## src/rtl/ram_burst_ctrl_pkg.sv

```systemverilog
// ram_burst_ctrl_pkg
// Shared definitions for the RAM burst front-end and its RAM-side helpers:
// default data/address widths, the default burst length, the controller
// state encoding and a small helper for sizing the word counters.
// No ports (package).

package ram_burst_ctrl_pkg;

  // Default geometry of the RAM behind the controller.
  localparam int DATA_W_DEF    = 16;
  localparam int ADDR_W_DEF    = 8;
  localparam int DEPTH_DEF     = 2 ** ADDR_W_DEF;

  // Default words per burst (power of two, 2..256).
  localparam int BURST_LEN_DEF = 8;

  // Controller state encoding.
  typedef enum logic [1:0] {
    ST_IDLE  = 2'd0,
    ST_WRITE = 2'd1,
    ST_READ  = 2'd2
  } state_t;

  // Word counters must be able to hold the value BURST_LEN itself (the read
  // issue counter stops there), so they get one bit more than log2.
  function automatic int cnt_width(input int len);
    return $clog2(len) + 1;
  endfunction

endpackage

```

## src/rtl/ram_burst_rfifo.sv

```systemverilog
// ram_burst_rfifo
// Two-entry synchronous FIFO used to hold RAM read data until the consumer
// takes it. Push and pop may happen in the same cycle; a pop on an empty
// FIFO is ignored. A push into a full FIFO without a simultaneous pop is a
// design error in the surrounding logic and is flagged by an assertion.
//
// Ports:
//   clk        in   clock
//   rstn       in   synchronous active-low reset; clears storage and count
//   push       in   write push_data at the tail
//   push_data  in   W-bit data to store
//   pop        in   drop the head entry
//   count      out  occupancy, 0..2
//   head       out  oldest entry (0 after reset)
//   empty      out  count == 0

module ram_burst_rfifo #(
  parameter int W = 16
) (
  input  logic         clk,
  input  logic         rstn,
  input  logic         push,
  input  logic [W-1:0] push_data,
  input  logic         pop,
  output logic [1:0]   count,
  output logic [W-1:0] head,
  output logic         empty
);

  logic [W-1:0] store [2];
  logic         rd_ptr;
  logic         wr_ptr;
  logic         full;
  logic         do_push;
  logic         do_pop;

  assign empty   = (count == 2'd0);
  assign full    = (count == 2'd2);
  assign do_pop  = pop && !empty;
  // When full, a simultaneous pop frees the head slot, which is exactly the
  // slot wr_ptr points at, so the push may proceed.
  assign do_push = push && (!full || do_pop);
  assign head    = store[rd_ptr];

  always_ff @(posedge clk) begin
    if (!rstn) begin
      store[0] <= '0;
      store[1] <= '0;
      rd_ptr   <= 1'b0;
      wr_ptr   <= 1'b0;
      count    <= 2'd0;
    end else begin
      if (do_push) begin
        store[wr_ptr] <= push_data;
        wr_ptr        <= ~wr_ptr;
      end
      if (do_pop) begin
        rd_ptr <= ~rd_ptr;
      end
      case ({do_push, do_pop})
        2'b10:   count <= count + 2'd1;
        2'b01:   count <= count - 2'd1;
        default: count <= count;
      endcase
    end
  end

  // Overflow can only come from a broken issue-credit scheme upstream.
  always_ff @(posedge clk) begin
    if (rstn) begin
      assert (!(push && full && !do_pop));
    end
  end

endmodule

```

## src/rtl/ram_burst_ctrl.sv

```systemverilog
// ram_burst_ctrl
// Burst command front-end for a single-port RAM. Accepts one write or read
// burst of BURST_LEN words at a time, sequences the per-word RAM accesses at
// base+index (wrapping modulo 2**ADDR_W) and streams read data back through
// a two-entry FIFO with a last-beat marker.
//
// Handshakes: every channel (cmd, wdata, rdata) transfers on a rising clock
// edge where its valid and ready are both 1. Valid may be raised without
// waiting for ready; ready may depend on state only (cmd, wdata) or on FIFO
// occupancy (rdata_valid). cmd_valid is ignored outside IDLE and wdata_valid
// outside WRITE.
//
// Ports:
//   clk, rstn        clock, synchronous active-low reset
//   cmd_valid/ready  command handshake; cmd_wr selects write (1) / read (0)
//   cmd_addr         burst start address (any alignment)
//   wdata_valid/ready, wdata      write word stream
//   rdata_valid/ready, rdata, rdata_last   read word stream
//   mem_en, mem_we, mem_addr, mem_wdata    RAM access (all 0 when idle)
//   mem_rdata        RAM read data, valid one cycle after a read strobe
//   busy             registered, high whenever the state is not IDLE
//   fsm_state        current controller state, for observation

module ram_burst_ctrl
  import ram_burst_ctrl_pkg::*;
#(
  parameter int DATA_W    = DATA_W_DEF,
  parameter int ADDR_W    = ADDR_W_DEF,
  parameter int BURST_LEN = BURST_LEN_DEF
) (
  input  logic              clk,
  input  logic              rstn,
  input  logic              cmd_valid,
  output logic              cmd_ready,
  input  logic              cmd_wr,
  input  logic [ADDR_W-1:0] cmd_addr,
  input  logic              wdata_valid,
  output logic              wdata_ready,
  input  logic [DATA_W-1:0] wdata,
  output logic              rdata_valid,
  input  logic              rdata_ready,
  output logic [DATA_W-1:0] rdata,
  output logic              rdata_last,
  output logic              mem_en,
  output logic              mem_we,
  output logic [ADDR_W-1:0] mem_addr,
  output logic [DATA_W-1:0] mem_wdata,
  input  logic [DATA_W-1:0] mem_rdata,
  output logic              busy,
  output state_t            fsm_state
);

  localparam int             CNT_W = cnt_width(BURST_LEN);
  localparam logic [CNT_W-1:0] LEN  = CNT_W'(BURST_LEN);
  localparam logic [CNT_W-1:0] LAST = CNT_W'(BURST_LEN - 1);

  state_t            state;
  logic [ADDR_W-1:0] base;
  logic [CNT_W-1:0]  cnt;       // write words accepted
  logic [CNT_W-1:0]  icnt;      // read words issued to the RAM
  logic [CNT_W-1:0]  ocnt;      // read words handed to the host
  logic              inflight;  // a read was issued last cycle

  logic              wr_fire;
  logic              rd_issue;
  logic              pop;
  logic [2:0]        occ;

  logic [1:0]        fcount;
  logic [DATA_W-1:0] fhead;
  logic              fempty;

  assign fsm_state = state;

  assign wr_fire = wdata_ready && wdata_valid;

  // Read credit: words already in the FIFO plus the one returning from the
  // RAM must leave room for the word issued now. A pop in this cycle frees a
  // slot in time, which is what lets a read stream one word per cycle.
  assign occ      = {1'b0, fcount} + {2'b00, inflight};
  assign rd_issue = (state == ST_READ) && (icnt < LEN) &&
                    ((occ - {2'b00, pop}) < 3'd2);

  assign rdata_valid = !fempty;
  assign pop         = rdata_valid && rdata_ready;
  assign rdata       = rdata_valid ? fhead : '0;
  assign rdata_last  = rdata_valid && (ocnt == LAST);

  // RAM strobes: write data is a same-cycle pass-through of the accepted
  // word; all address/data lines are forced to 0 when no access is issued.
  always_comb begin
    mem_en    = 1'b0;
    mem_we    = 1'b0;
    mem_addr  = '0;
    mem_wdata = '0;
    if (wr_fire) begin
      mem_en    = 1'b1;
      mem_we    = 1'b1;
      mem_addr  = base + ADDR_W'(cnt);
      mem_wdata = wdata;
    end else if (rd_issue) begin
      mem_en   = 1'b1;
      mem_addr = base + ADDR_W'(icnt);
    end
  end

  // Returning read data is pushed only when a read was issued under the
  // current burst; after a reset inflight is 0, so stale data is dropped.
  ram_burst_rfifo #(
    .W (DATA_W)
  ) u_rfifo (
    .clk       (clk),
    .rstn      (rstn),
    .push      (inflight),
    .push_data (mem_rdata),
    .pop       (pop),
    .count     (fcount),
    .head      (fhead),
    .empty     (fempty)
  );

  always_ff @(posedge clk) begin
    if (!rstn) begin
      state       <= ST_IDLE;
      cmd_ready   <= 1'b1;
      wdata_ready <= 1'b0;
      busy        <= 1'b0;
      base        <= '0;
      cnt         <= '0;
      icnt        <= '0;
      ocnt        <= '0;
      inflight    <= 1'b0;
    end else begin
      inflight <= rd_issue;
      case (state)
        ST_IDLE: begin
          if (cmd_valid && cmd_ready) begin
            base      <= cmd_addr;
            cnt       <= '0;
            icnt      <= '0;
            ocnt      <= '0;
            cmd_ready <= 1'b0;
            busy      <= 1'b1;
            if (cmd_wr) begin
              state       <= ST_WRITE;
              wdata_ready <= 1'b1;
            end else begin
              state <= ST_READ;
            end
          end
        end

        ST_WRITE: begin
          if (wr_fire) begin
            cnt <= cnt + 1'b1;
            if (cnt == LAST) begin
              state       <= ST_IDLE;
              wdata_ready <= 1'b0;
              cmd_ready   <= 1'b1;
              busy        <= 1'b0;
            end
          end
        end

        ST_READ: begin
          if (rd_issue) begin
            icnt <= icnt + 1'b1;
          end
          if (pop) begin
            ocnt <= ocnt + 1'b1;
            if (ocnt == LAST) begin
              state     <= ST_IDLE;
              cmd_ready <= 1'b1;
              busy      <= 1'b0;
            end
          end
        end

        default: begin
          state       <= ST_IDLE;
          cmd_ready   <= 1'b1;
          wdata_ready <= 1'b0;
          busy        <= 1'b0;
        end
      endcase
    end
  end

endmodule

```

## config.mk

```make
export PLATFORM = sky130hd
export DESIGN_NAME = ram_burst_ctrl
export DESIGN_NICKNAME = d
export VERILOG_FILES = /design/src/rtl/ram_burst_ctrl_pkg.sv /design/src/rtl/ram_burst_rfifo.sv /design/src/rtl/ram_burst_ctrl.sv
export SDC_FILE = /design/constraint.sdc
export NUM_CORES = 1
export LEC_CHECK = 0
export CORE_MARGIN = 2
export CORE_UTILIZATION = 45
export CTS_CLUSTER_DIAMETER = 30
export DETAILED_ROUTE_END_ITERATION = 8
export PLACE_DENSITY_LB_ADDON = 0.15
export SLEW_MARGIN = 20
export SYNTH_ARGS = -nofsm -noshare
export SYNTH_HDL_FRONTEND = slang
export SYNTH_SLANG_ARGS = --single-unit
```

## constraint.sdc

```tcl
create_clock -name clk -period 3.77 [get_ports clk]
set_clock_uncertainty 0.05 [all_clocks]
set_input_delay 0.5655 -clock clk [delete_from_list [all_inputs] [get_ports clk]]
set_output_delay 0.5655 -clock clk [all_outputs]
set_load 0.02 [all_outputs]
```

---- Yosys cells after proc, flatten, opt, wreduce, memory -nomap -nowiden ----
Memory sizes are Yosys's and may differ from the RTL's. A register that Yosys moved wholly into a read port is not among the register bits.
Index checks and enable logic that the tools add are counted.
storage, ports and cells
  bits in writable memories ............... 32
  flip-flop bits (word level) ............. 30
  input port bits ......................... 46
  memories kept ........................... 1
memories
  name           words  width  rd ports  clocked after memory_dff  wr ports  line                   RTL
  u_rfifo.store  2      16     1         1                         2         ram_burst_rfifo.sv:30  logic [W-1:0] store [2];
operators by class
  equal/unequal tests ..................... 14
  bitwise operators ....................... 3
  magnitude comparators ................... 2
  add/sub/neg operators ................... 9
  mux-type cells .......................... 46
  reduce and logical (&&, ||, !) cells .... 23
operators by type and width
  cell                 number
  $mux 16              3
  $pmux 4 s2           3
  $mux 1               23
  $add 8x4->8          2
  $mux 4               4
  $mux 8               2
  $reduce_or 16->1     1
  $add 4x1->4 const B  3
  $mux 2               6
  $ne 2x2->1 const B   6
  $reduce_and 5->1     2
  $pmux 1 s3           3
  $reduce_and 3->1     3
  $eq 4x3->1 const B   2
  $logic_and 1x1->1    8
  $eq 2x2->1 const B   3
  $pmux 2 s3           1
  $reduce_bool 2->1    3
  $eq 2x1->1 const B   2
  $logic_not 2->1      2
  $lt 4x4->1 const B   1
  $pmux 2 s2           1
  $add 2x1->3          1
  $lt 3x2->1 const B   1
  other kinds (8)      11

---- Longest topological paths before layout ----
Gate-level depths: netlist of run 1.
  depth after elaboration ................. 11
  gate-level depth with buffers ........... 12
  gate-level depth less buffers ........... 10

---- Hierarchy ----
A second synthesis of run 1 with hierarchy kept.
second synthesis, totals
  cell total of the unflattened synthesis .. 344
  area, all modules ....................... 3539.6 sq um
by module, submodules not included
  module           area an instance (sq um)  cells each  times used  seq. area each (sq um)
  ram_burst_ctrl   1873.0                    234         1           520.5
  ram_burst_rfifo  1666.6                    110         1           1061.0

---- Worst setup path after synthesis of run 1 ----
Ideal clock, no wire load.
  path kind ............................... input port to output port
  from .................................... in rdata_ready
  to ...................................... out mem_addr[5]
  stages on the path ...................... 10
  arrival ................................. 2.776 ns
  required time ........................... 3.154 ns
  setup slack ............................. 0.379 ns
  cell sequence ........................... o21ai_1 -> inv_1 -> ha_1 -> nand2b_1 -> fa_1 -> xor2_1 -> nor4b_4 -> and2_1 -> a221oi_1 -> a31oi_1
on the way
  cells in the longest elaborated chain, start to end .. 6
ends and longest elaborated chain
  what                line                   RTL
  start: declaration  ram_burst_ctrl.sv:41   input logic rdata_ready,
  $logic_and 1x1->1   ram_burst_ctrl.sv:85   assign pop = rdata_valid && rdata_ready;
  $sub 3x1->3         ram_burst_ctrl.sv:82   ((occ - {2'b00, pop}) < 3'd2);
  $lt 3x2->1          ram_burst_ctrl.sv:82
  $logic_and 1x1->1   ram_burst_ctrl.sv:81   assign rd_issue = (state == ST_READ) && (icnt < LEN) &&
  $mux 8              ram_burst_ctrl.sv:101  end else if (rd_issue) begin
  $mux 8              ram_burst_ctrl.sv:96   if (wr_fire) begin
  end: declaration    ram_burst_ctrl.sv:46   output logic [ADDR_W-1:0] mem_addr,
Every way passes these cells.

---- Final worst setup path of run 1 ----
  from .................................... reg u_rfifo.count[1]
  to ...................................... out mem_addr[5]
on the way
  cells in the longest elaborated chain, start to end .. 8
  elaborated cells on any way between the ends .. 9
  those cells by class .................... add/sub: 2; order compare: 1; mux: 2; reduce/logical: 4
ends and longest elaborated chain
  what                                                                 line                   RTL
  start: declaration                                                   ram_burst_rfifo.sv:25  output logic [1:0] count,
  start signal: assignment                                             ram_burst_rfifo.sv:61  2'b10: count <= count + 2'd1;
  start signal: assignment                                             ram_burst_rfifo.sv:62  2'b01: count <= count - 2'd1;
  start signal: assignment                                             ram_burst_rfifo.sv:63  default: count <= count;
  parallel branches: the longest is 3 deep, another holds $add 2x1->3  n/a
  $sub 3x1->3 (*)                                                      ram_burst_ctrl.sv:82
  $lt 3x2->1 (*)                                                       ram_burst_ctrl.sv:82
  $logic_and 1x1->1 (*)                                                ram_burst_ctrl.sv:81
  $mux 8 (*)                                                           ram_burst_ctrl.sv:101
  $mux 8 (*)                                                           ram_burst_ctrl.sv:96
Every way passes the cells marked *.

==> results of run 1 <==
layout make-up:
cell class,instances,area [um2]
Fill cell,657,2620
Inverter,14,52.6
Sequential cell,63,1580
Multi-Input combinational cell,260,1720
Clock buffer,10,128
Timing Repair Buffer,108,1030
Clock inverter,6,37.5
Tap cell,99,124
per-stage QoR:
stage / hold WS, ns / TNS (ns) / area (um2) / std cells
3_3_place_gp: 0.427 / -2.80 / 4510 / 544
2_1_floorplan: 0.408 / 0 / 3400 / 353
6_report: 0.436 / 0 / 4680 / 560
5_1_grt: 0.474 / 0 / 4680 / 560
4_1_cts: 0.442 / 0 / 4660 / 560
3_5_place_dp: 0.434 / -3.71 / 4510 / 544
worst paths after layout:
kind                      end             start  cells past startpoint
hold reg to reg       base[7]           base[7]                      2
setup reg to reg      icnt[2]  u_rfifo.count[1]                     12
hold / removal        base[7]           base[7]                      2
setup / recovery  mem_addr[5]  u_rfifo.count[1]                     12
logic make-up (layout without fill, tap and decap cells):
logic type | count (synthesis) | after routing | synth area share
simple gates | 156 | 156 | 0.240
xor+xnor | 15 | 15 | 0.0386
compound gates | 54 | 54 | 0.101
buf+inv | 30 | 138 | 0.0353
flops | 63 | 63 | 0.465
fa+ha+maj | 16 | 16 | 0.0654
mux | 19 | 19 | 0.0559
registers in the layout (all words and copies together), names as in the netlist, 2 cells and up, named ones only:
register / cells
base: 8
fsm_state: 2
cnt: 4
u_rfifo.count: 2
ocnt: 4
icnt: 4
u_rfifo.store: 32
critical path, delay by kind of cell (launching register included):
kind / cells / cell delay, ns
buffers and inverters: 3 / 0.42
DFF: 1 / 0.32
adders and majority gates: 2 / 0.62
AOI/OAI and AO/OA: 3 / 0.42
and+or+nand+nor: 3 / 0.58
xor gates and xnor gates: 1 / 0.17
cells in the final DEF (no fill, tap or decap), types with 8 or more instances in the layout:
| master | Yosys | routed |
|---|---|---|
| sky130_fd_sc_hd__clkbuf_8 | 0 | 9 |
| sky130_fd_sc_hd__nand3_1 | 10 | 10 |
| sky130_fd_sc_hd__and2_1 | 35 | 34 |
| sky130_fd_sc_hd__edfxtp_1 | 32 | 32 |
| sky130_fd_sc_hd__nor2_1 | 35 | 35 |
| sky130_fd_sc_hd__ha_1 | 13 | 13 |
| sky130_fd_sc_hd__buf_4 | 1 | 14 |
| sky130_fd_sc_hd__and3_1 | 16 | 16 |
| sky130_fd_sc_hd__mux2i_1 | 19 | 19 |
| sky130_fd_sc_hd__inv_1 | 13 | 13 |
| sky130_fd_sc_hd__xor2_1 | 12 | 11 |
| sky130_fd_sc_hd__a21oi_1 | 19 | 19 |
| sky130_fd_sc_hd__nand2_1 | 36 | 36 |
| sky130_fd_sc_hd__clkdlybuf4s50_1 | 0 | 84 |
| sky130_fd_sc_hd__dfxtp_1 | 31 | 31 |
| sky130_fd_sc_hd__o21ai_0 | 10 | 8 |
metal layers:
layer	vias up	global-route usage	routed length, um
li1	1437	-	-
met1	1353	0.249	3580
met2	87	0.333	3810
met3	8	0.0548	509
met4	0	0.0606	78
met5	-	0	0
power groups by stage:
stage          registers, mW  logic [mW]  clock network [mW]
2_1_floorplan          0.795       0.197                   0
3_3_place_gp           0.805       0.344                   0
3_5_place_dp           0.807       0.354                   0
4_1_cts                0.792       0.355               0.504
5_1_grt                0.798       0.386               0.540
6_report               0.792       0.354               0.491
repair_timing:
action / 4_1_cts / 5_1_grt
gates resized for setup: 40 / 4
gates cloned: 0 / 0
endpoints found under the setup margin: 9 / 9
pin swaps: 0 / 0
endpoints found under the hold margin: 0 / 0
buffers inserted: 0 / 0
==> results.md, run 1 <==
- The number of global-route vias before repair is 2815.
- The area enclosed by the die boundary is between 8000 and 9000 um2.
- The aggregate global-route resource usage is 0.198.
- The internal power of the cells totals 1.17 mW.
- Counting distinct cell types in the post-synthesis netlist gives 46.
- The stage delay of the slowest cell on the critical path is roughly 0.36 ns.
- The clock net in this run drives a total of 63 sinks.
- The number of hold buffers added after CTS was 0.
- STA puts the critical path data arrival time at 2.86 ns.
- In this run the horizontal extent of the chip is 91.0 um.
- The number of clock buffers added by TritonCTS is 9.
- The number of nets in the synthesized netlist is ~420.
- The final core area utilization is 0.641.
- The sequential cell area fraction in the yosys report is 0.465.
- The commonest cells after synthesis are 36 x sky130_fd_sc_hd__nand2_1, 35 x sky130_fd_sc_hd__and2_1, 35 x sky130_fd_sc_hd__nor2_1.
- After detailed routing, the number of remaining DRC violations is 0.
- Setup repair after global routing left no endpoint under its margin.
- The tree is rooted in a sky130_fd_sc_hd__clkbuf_8.
- The floorplan step set the die height to between 90 and 100 um.
- Entering global routing, the biggest net connects 23 pins.
- The antenna diode count is 0.
- The number of placement rows is 31.
- In this run the cell area of the synthesized design comes to approximately 3400 um2.
- The cell that appears most often on the critical path is sky130_fd_sc_hd__buf_4.
- The net switching power figure is 0.471 mW.
- Of the available clock period, the critical path in the final layout requires 0.922.
- The flow ran to the end, and the final reports show no timing, DRC or antenna violations.
- The area share of the largest cell type after synthesis is 0.282.
- CTS built an H-tree with a depth of 3.
- The placeable core area is ~7300 um2.
- Synthesis produced roughly 350 cells.
- Ranked by total cell area, the synthesized netlist is headed by sky130_fd_sc_hd__edfxtp_1 28%, sky130_fd_sc_hd__dfxtp_1 18%, sky130_fd_sc_hd__and2_1 6.4%, sky130_fd_sc_hd__mux2i_1 5.6%, sky130_fd_sc_hd__ha_1 4.8%.
- The number of endpoints with negative hold slack in the final report is 0.
- Max-cap violations in this run came to 0.
- The analysis attributes to cell leakage a power of ~1.9 nW.
- The max-slew violation count is 0.
- The critical-path maximum fanout is 5.
- Summed over all layers, the global routing overflow is 0.
- The slew of the pin with the lowest slew margin is between 0.9 and 1 ns.
- Of the total power, the share spent switching nets is 0.288.
- Static timing analysis puts the maximum clock frequency at ~0.29 GHz.
- Dividing the detail-routed wire length by the instance count gives about 14 um.
- The number of ports placed on the die boundary is 95.
- The fraction of final layout cells with drive strength greater than 1 is 0.104.
- Yosys printed 0 warnings.
- Yosys mapped a number of flops with a built-in enable equal to 32.
- The worst-case setup slack after placement is -0.534 ns.
- The average instance in the mapped netlist occupies 9.64 um2.
- The count of final setup violators is 0.
- The first-pass GRT wire length is 13200 um.
- TritonCTS built the clock tree.
- The wire-length estimate of the detail-placed layout is ~5800 um.
- Dividing total power by cell area gives a power density of ~350 nW/um2.
- The post-detailed-route via-to-cell ratio is approximately 5.2.
- The total number of vias is approximately 2900.
- At the end of routability-driven placement, the weighted congestion stood at between 0.8 and 0.9.
- The relative contribution of combinational cells to total power is 0.216.
- The share of total power dissipated in the clock network is 0.300.
- The clock passes through at most 2 buffers.
- The critical setup path kind is register to primary output.
- The initial utilization of the core area, before any placement, comes to 0.467.
- In this run the remaining antenna-violating nets after routing total 0.
- The worst setup path is launched from a register.
- The minimum clock period is between 3 and 4 ns.
- At the worst endpoint, the required time is 3.15 ns.
- The worst reg-to-reg setup slack is around 1.3 ns.
- The total design power is 1.64 mW.
- The number of antenna violations at the first check in global routing is 0.
- The tightest min-delay check is of the register to register type.
- The clock transition at the register clock pins on the worst setup and hold paths after CTS is approximately 0.070 ns.
- In the final design database the tool counted 518 nets.
- Buffers placed on the I/O ports in this run total between 90 and 100.
- For this block, the routed nets add up to 7970 um of wire.
- Yosys instantiated no cell more often than sky130_fd_sc_hd__nand2_1.
- The largest voltage drop on the vdd net is 0.242 mV.
- The biggest area consumer among synthesized cells is sky130_fd_sc_hd__edfxtp_1.
- The critical path goes through o21ai_2 > inv_1 > ha_1 > nand2b_1 > fa_2 > xor2_2 > nor4b_4 > buf_4 > and2_4 > a221oi_1 > a31oi_1 > buf_4.
- The highest-delay cell along the critical path is sky130_fd_sc_hd__fa_2.
- The share of synthesized flip-flops with an asynchronous set or reset is 0.
- The capturing element type of the critical path is a primary output.
- The signed area change from the synthesized netlist to the final layout is 37.4%.
- Clock latency on the worst-skew pair, taken at its later pin, is between 0.3 and 0.4 ns.
- The sequential fraction of design power is 0.484.
- The violation count after the first detailed-route iteration is 113.
- In the synthesized netlist the dominant register cell turns out to be sky130_fd_sc_hd__edfxtp_1.
- The first detailed-routing pass ran for 4 iterations.
- The worst slew slack as a fraction of its limit is 0.357.
- The synthesized flop and latch total is between 60 and 70.
- The worst path meets setup with about 0.3 ns of slack.
Power figures use the tool's default switching activity.
==> run 2: changes to the inputs <==
--- a/config.mk
+++ b/config.mk
@@ -11,4 +11,5 @@
 export DETAILED_ROUTE_END_ITERATION = 8
 export PLACE_DENSITY_LB_ADDON = 0.15
+export RECOVER_POWER = 25
 export SLEW_MARGIN = 20
 export SYNTH_ARGS = -nofsm -noshare
==> constraint.sdc (replaced) <==
create_clock -name clk -period 3.77 [get_ports clk]
set_clock_uncertainty 0.05 [all_clocks]
set_input_delay 0.377 -clock clk [delete_from_list [all_inputs] [get_ports clk]]
set_output_delay 0.377 -clock clk [all_outputs]
set_load 0.02 [all_outputs]
==> results.md, run 2 (synthesis gave the netlist of run 1 again) <==
- The critical path is of the input port to primary output type.
- The largest registers in the layout are u_rfifo.store x32, base x8.
- The flow ran to the end, and the final reports show no timing, DRC or antenna violations.
- The arrival time at the worst endpoint came to 3.17 ns (+0.31 ns).
- The post-route setup TNS is 0 ns (unchanged).
- The placed instance area is 4500 um2 (-0.17%).
- The sum of routed wire length over all layers is 7840 um (-1.6%).
- The signed area change from the synthesized netlist to the final layout came to 37.3% (about the same).
- The remaining number of nets flagged by the antenna check after routing is 0 (unchanged).
- The stage delay of the slowest cell on the critical path is 0.41 ns (+0.05 ns).
- The total global routing overflow is 0 (unchanged).
- The residual DRC count came to 0 (unchanged).
- The leakage power figure is 1.95 nW (+5.1%).
- The worst setup path is captured at a primary output.
- The HPWL after detailed placement is 5680 um (-2.3%).
- The area of combinational cells with multiple inputs came to 1690 um2 (-1.7%).
- The maximum root-to-sink buffer count is 2 (unchanged).
- The buffering stage count on the worst path with inverters included is 4 (+1).
- The largest voltage drop on the vdd net came to 0.288 mV (+19%).
- The maximum number of pins on one net before global-route repair is 23 (unchanged).
- The total number of vias is 2893 (+0.28%).
- The highest-delay cell along the critical path is sky130_fd_sc_hd__clkdlybuf4s50_1.
- The clock root buffer master is sky130_fd_sc_hd__clkbuf_8.
- Setup repair after global routing left no endpoint under its margin.
- The largest register by flop count is u_rfifo.store.
- The number of endpoints with negative hold slack in the final report was 0 (unchanged).
- The post-CTS setup-driven buffer insertion count was 0 (unchanged).
- The post-CTS resize count was 3 (-93%).
- The worst-case setup slack after placement came to -0.129 ns (+0.405 ns).
- The required time of the critical path was 3.34 ns (+0.19 ns).
- The number of global-route vias before repair is 2711 (-3.7%).
- The top cell types in the final layout, fill and taps aside, are 84 x sky130_fd_sc_hd__clkdlybuf4s50_1, 36 x sky130_fd_sc_hd__nand2_1, 35 x sky130_fd_sc_hd__and2_1, 35 x sky130_fd_sc_hd__nor2_1, 32 x sky130_fd_sc_hd__edfxtp_1.
- The first-pass GRT wire length is 12900 um (-2.2%).
- The count of final setup violators is 0 (unchanged).
- The worst slew slack as a fraction of its limit came to 0.331 (-0.0256).
- The aggregate global-route resource usage was 0.193 (-0.00527).
- The flip-flop count of the largest register after layout is 32 (unchanged).
- The count of TritonRoute iterations in the first routing pass is 4 (unchanged).
- The max-cap violation count is 0 (unchanged).
- The final critical-path share of the clock period is 0.955 (+0.0334).
- The final instance count without filler cells came to 559 (-0.18%).
- The number of ports placed on the die boundary is 95 (unchanged).
- The most common library cell in the layout ignoring fill and taps is sky130_fd_sc_hd__clkdlybuf4s50_1.
- The chip width was 91.0 um (unchanged).
- The power per cell area is 363 nW/um2 (+3.6%).
- The minimum clock period is 3.60 ns (+0.126 ns).
- The count of hold buffers inserted by post-cts repair was 0 (unchanged).
- The number of input and output port buffers inserted was 94 (unchanged).
- The starting density of the core came to 0.467 (unchanged).
- The slack of the critical path is 0.169 ns (-0.126 ns).
- The antenna diode count was 0 (unchanged).
- The signal on the critical path passes through clkdlybuf4s50_1 > o21ai_1 > inv_1 > ha_1 > nand2b_1 > fa_1 > xor2_1 > nor4b_4 > buf_4 > and2_1 > a221oi_1 > a31oi_1 > clkdlybuf4s15_1.
- The placed cell count was 543 (-0.18%).
- The area enclosed by the die boundary was 8280 um2 (unchanged).
- The placeable core area is 7290 um2 (unchanged).
- The insertion delay of the later-clocked pin in the worst-skew pair is 0.33 ns (about the same).
- The worst min-delay path class is register to register.
- The final core area utilization was 0.641 (about the same).
- The maximum clock frequency is 0.278 GHz (-3.5%).
- The y dimension of the die is 91.0 um (unchanged).
- The number of antenna violations at the first check in global routing came to 0 (unchanged).
- The fraction of final layout cells with drive strength greater than 1 is 0.0674 (-0.0367).
- The number of nets in the layout came to 517 (-0.19%).
- The kind of start point of the critical path is an input port.
- The post-detailed-route via-to-cell ratio is 5.18 (+0.46%).
- The area of all placed cells without fillers came to 4680 um2 (about the same).
- The number of inserted filler cells in the final layout is 664 (+1.1%).
- The max-slew violation count was 0 (unchanged).
- The critical-path maximum fanout is 5 (unchanged).
- Broken down by cell family, the worst path's largest delay share belongs to buffers and inverters.
- The clock transition at the register clock pins on the worst setup and hold paths after CTS was 0.07 ns (about the same).
- The number of buffers added by the clock tree synthesis step is 9 (unchanged).
- The H-tree depth is 3 (unchanged).
- The violation count after the first detailed-route iteration is 107 (-5.3%).
- The sequential cell area was 1580 um2 (unchanged).
- The number of placement rows is 31 (unchanged).
- The CTS tree is built.
- The average routed wire per standard cell is 14.0 um (-1.4%).
- The count of clock tree sinks is 63 (unchanged).
- The placer's final routability congestion estimate is 0.840 (-0.66%).
- The slew of the pin with the lowest slew margin is 1.00 ns (+0.0398 ns).
-- run 2: cell count changes in the layout (fill, tap and decap cells not counted), moves of 2 or more --
cell,delta
sky130_fd_sc_hd__dlymetal6s2s_1,+5
sky130_fd_sc_hd__buf_4,-4
sky130_fd_sc_hd__clkdlybuf4s15_2,-4
sky130_fd_sc_hd__dlygate4sd2_1,+2
sky130_fd_sc_hd__buf_2,-4
sky130_fd_sc_hd__o21ai_0,+2
sky130_fd_sc_hd__clkbuf_1,+3
-- run 2: per-stage QoR --
step	total power [mW]	hold WS [ns]
3_5_place_dp	1.16	0.428
4_1_cts	1.72	0.439
5_1_grt	1.78	0.480
2_1_floorplan	0.992	0.408
6_report	1.70	0.438
3_3_place_gp	1.15	0.426
-- run 2: final timing paths --
path                                        from           to  slack, ns  cells after the start
worst max-delay path                 rdata_ready  mem_addr[5]       0.17                     13
worst min-delay path                     base[3]      base[3]       0.44                      2
worst max register to register  u_rfifo.count[0]      icnt[2]       1.22                     12
worst min register to register           base[3]      base[3]       0.44                      2
-- run 2: area by class of cell --
type                    count  share of cell area
multi-input cells         260               0.361
flip-flops and latches     63               0.338
repair buffers            107               0.222
clock buffers              10              0.0273
well taps                  99              0.0265
clock inverters             6              0.0131
inverters                  14              0.0112
-- run 2: metal layers --
metal  vias up  wire, um  share of wire  global-route usage
met4         0        82          0.010              0.0530
li1       1430         -              -                   -
met2        95      3740           0.48               0.323
met3        10       461          0.059              0.0432
met5         -         0              0                   0
met1      1358      3560           0.45               0.252
-- run 2: worst min-delay path, stage by stage (launching register included) --
cell and delay (ns):
sky130_fd_sc_hd__dfxtp_1 0.33, sky130_fd_sc_hd__nand2_1 0.06, sky130_fd_sc_hd__a21oi_1 0.05
-- run 2: power by group --
group / switching [mW] / internal, mW / total, mW
sequential: 0.0383 / 0.756 / 0.794
combinational: 0.171 / 0.169 / 0.341
clock: 0.258 / 0.303 / 0.561
==> run 3: changes to the inputs <==
- CORE_ASPECT_RATIO: default -> 1.75
- CORE_UTILIZATION: 45 -> 48
==> results.md, run 3 (synthesis gave the netlist of run 1 again) <==
- The area of combinational cells with multiple inputs is 1700 um2 (+0.52%).
- The total global routing overflow came to 0 (unchanged).
- The chip width came to 67.7 um (-26%).
- The leakage power figure is 1.92 nW (-1.5%).
- The average routed wire per standard cell was 14.8 um (+5.8%).
- The starting density of the core is 0.497 (+0.0296).
- The antenna diode count came to 0 (unchanged).
- The sequential cell area came to 1580 um2 (unchanged).
- The power per cell area is 397 nW/um2 (+9.5%).
- The first-pass GRT wire length is 13100 um (+1.7%).
- Leaving out fill and tap cells, the most frequent cells in the layout are 86 x sky130_fd_sc_hd__clkdlybuf4s50_1, 36 x sky130_fd_sc_hd__nand2_1, 35 x sky130_fd_sc_hd__and2_1, 35 x sky130_fd_sc_hd__nor2_1, 32 x sky130_fd_sc_hd__edfxtp_1.
- The number of global-route vias before repair was 2825 (+4.2%).
- The final critical-path share of the clock period was 0.953 (-0.00194).
- The number of input and output port buffers inserted was 94 (unchanged).
- The max-cap violation count is 0 (unchanged).
- The worst-case setup slack after placement came to -0.143 ns (-0.0134 ns).
- The placed instance area is 4460 um2 (-0.81%).
- The total number of vias came to 2833 (-2.1%).
- The y dimension of the die is 115 um (+27%).
- The arrival time at the worst endpoint is 3.17 ns (about the same).
- The switching fraction of total power is 0.263 (-0.0130).
- The minimum clock period is 3.59 ns (-0.00731 ns).
- The critical setup path kind is input port to primary output.
- The library cell used most frequently in the layout, excluding fill and tap cells, is sky130_fd_sc_hd__clkdlybuf4s50_1.
- The area of all placed cells without fillers is 4720 um2 (+0.86%).
- The proportion of power drawn by the clock network is 0.396 (+0.065).
- The number of ports placed on the die boundary came to 95 (unchanged).
- The worst slack on hold paths is 0.428 ns (-0.00956 ns).
- The count of final setup violators came to 0 (unchanged).
- The violation count after the first detailed-route iteration was 138 (+29%).
- The required time of the critical path was 3.34 ns (about the same).
- The maximum root-to-sink buffer count is 2 (unchanged).
- The clock transition at the register clock pins on the worst setup and hold paths after CTS is 0.05 ns (-0.02 ns).
- The largest registers in the layout are u_rfifo.store x32, base x8.
- Setup repair after global routing left no endpoint under its margin.
- The remaining number of nets flagged by the antenna check after routing is 0 (unchanged).
- The slew of the pin with the lowest slew margin is 0.965 ns (-0.0382 ns).
- The number of placement rows was 40 (+29%).
- The run finished with clean final reports.
- The clock root buffer master is sky130_fd_sc_hd__clkbuf_16.
- Traced cell by cell, the critical path runs through clkdlybuf4s50_1 > o21ai_2 > inv_1 > ha_1 > nand2b_1 > fa_1 > xor2_1 > nor4b_4 > buf_4 > and2_1 > a221oi_1 > a31oi_1 > dlygate4sd2_1.
- The max-slew violation count is 0 (unchanged).
- The slack of the critical path was 0.176 ns (+0.00731 ns).
- The sum of routed wire length over all layers is 8030 um (+2.4%).
- The number of nets in the layout is 514 (-0.58%).
- The flip-flop count of the largest register after layout is 32 (unchanged).
- The maximum clock frequency is 0.278 GHz (+0.20%).
- The count of clock tree sinks is 63 (unchanged).
- The insertion delay of the later-clocked pin in the worst-skew pair is 0.32 ns (about the same).
- The relative contribution of combinational cells to total power is 0.179 (-0.022).
- From synthesis to final layout, the design area changed by 38.5%.
- The number of antenna violations at the first check in global routing is 0 (unchanged).
- The total design power is 1.87 mW (+10%).
- The worst slew slack as a fraction of its limit is 0.357 (+0.0255).
- The design internal power is 1.38 mW (+12%).
- The stage delay of the slowest cell on the critical path is 0.43 ns (+0.02 ns).
- The HPWL after detailed placement was 5990 um (+5.6%).
- The critical-path maximum fanout was 7 (+2).
- STA classifies the critical path startpoint as an input port.
- The fraction of final layout cells with drive strength greater than 1 is 0.0678 (+0.000442).
- The post-route setup TNS is 0 ns (unchanged).
- The number of endpoints with negative hold slack in the final report is 0 (unchanged).
- The aggregate global-route resource usage is 0.222 (+0.0286).
- The count of TritonRoute iterations in the first routing pass is 4 (unchanged).
- The post-detailed-route via-to-cell ratio is 5.24 (+1.2%).
- The capturing element type of the critical path is a primary output.
- The placeable core area is 6860 um2 (-6.0%).
- On the critical path, the stage with the largest delay is an instance of sky130_fd_sc_hd__clkdlybuf4s50_1.
- The residual DRC count is 0 (unchanged).
- More flip-flops sit in one register than any other, and that register is u_rfifo.store.
- The largest voltage drop on the vdd net is 0.343 mV (+19%).
- The H-tree depth is 3 (unchanged).
- The count of hold buffers inserted by post-cts repair was 0 (unchanged).
- The post-CTS setup-driven buffer insertion count is 0 (unchanged).
- The placer's final routability congestion estimate is 0.783 (-6.8%).
- TritonCTS built the clock tree.
- The worst min-delay path class is register to register.
- The number of buffers added by the clock tree synthesis step was 9 (unchanged).
- The number of inserted filler cells in the final layout is 559 (-16%).
- The area enclosed by the die boundary is 7810 um2 (-5.7%).
- The maximum number of pins on one net before global-route repair is 23 (unchanged).
- The net switching power figure is 0.492 mW (+5.2%).
- The sequential fraction of design power is 0.425 (-0.043).
[run 3: changes by cell type in the layout (fill, tap and decap cells not counted), moves of 2 or more]
cell                              before  now
sky130_fd_sc_hd__clkbuf_16             0    9
sky130_fd_sc_hd__clkbuf_8              9    1
sky130_fd_sc_hd__dlymetal6s2s_1        6    2
sky130_fd_sc_hd__buf_4                10    7
sky130_fd_sc_hd__dlygate4sd2_1         2    5
sky130_fd_sc_hd__clkdlybuf4s50_1      84   86
[run 3: worst paths after layout]
check	from	to	slack, ns	cells past startpoint
setup / recovery	rdata_ready	mem_addr[5]	0.18	13
setup reg to reg	u_rfifo.count[0]	icnt[2]	1.17	12
hold reg to reg	busy	busy	0.43	2
hold / removal	busy	busy	0.43	2
[run 3: power by group through the flow]
stage	Clock [mW]	Sequential [mW]	Combinational [mW]
2_1_floorplan	0	0.795	0.197
3_3_place_gp	0	0.810	0.334
5_1_grt	0.788	0.803	0.365
3_5_place_dp	0	0.812	0.342
4_1_cts	0.755	0.798	0.343
6_report	0.741	0.797	0.334
[run 3: area by class of cell]
type,count,area share
multi-input combinational,260,0.360
sequential,63,0.335
timing repair buffer,104,0.213
clock buffer,10,0.0507
tap,84,0.0223
inverter,14,0.0111
clock inverter,6,0.00769
[run 3: what timing repair did]
item | in CTS | in global routing
gates resized for setup | 5 | 3
pin swaps | 0 | 0
endpoints found under the setup margin | 5 | 6
cloned | 0 | 0
[run 3: per-layer routing]
metal	vias up	routed length [um]	share of wire	global-route usage
met5	-	0	0	0
met4	0	171	0.021	0.106
met3	16	210	0.026	0.0437
met2	48	4610	0.57	0.411
met1	1342	3030	0.38	0.228
li1	1427	-	-	-
[run 3: stage by stage]
stage,utilization,instances
after CTS,0.690,541
after detailed placement,0.651,525
after global placement,0.651,525
final,0.688,541
after floorplan,-,353
after global routing,0.688,541
[run 3: worst max-delay path: cells and delay by family]
family | cells | cell delay (ns)
AOI/OAI and AO/OA | 3 | 0.32
adders and majority gates | 2 | 0.65
and+or+nand+nor | 3 | 0.62
xor gates and xnor gates | 1 | 0.18
buffers and inverters | 4 | 1.03
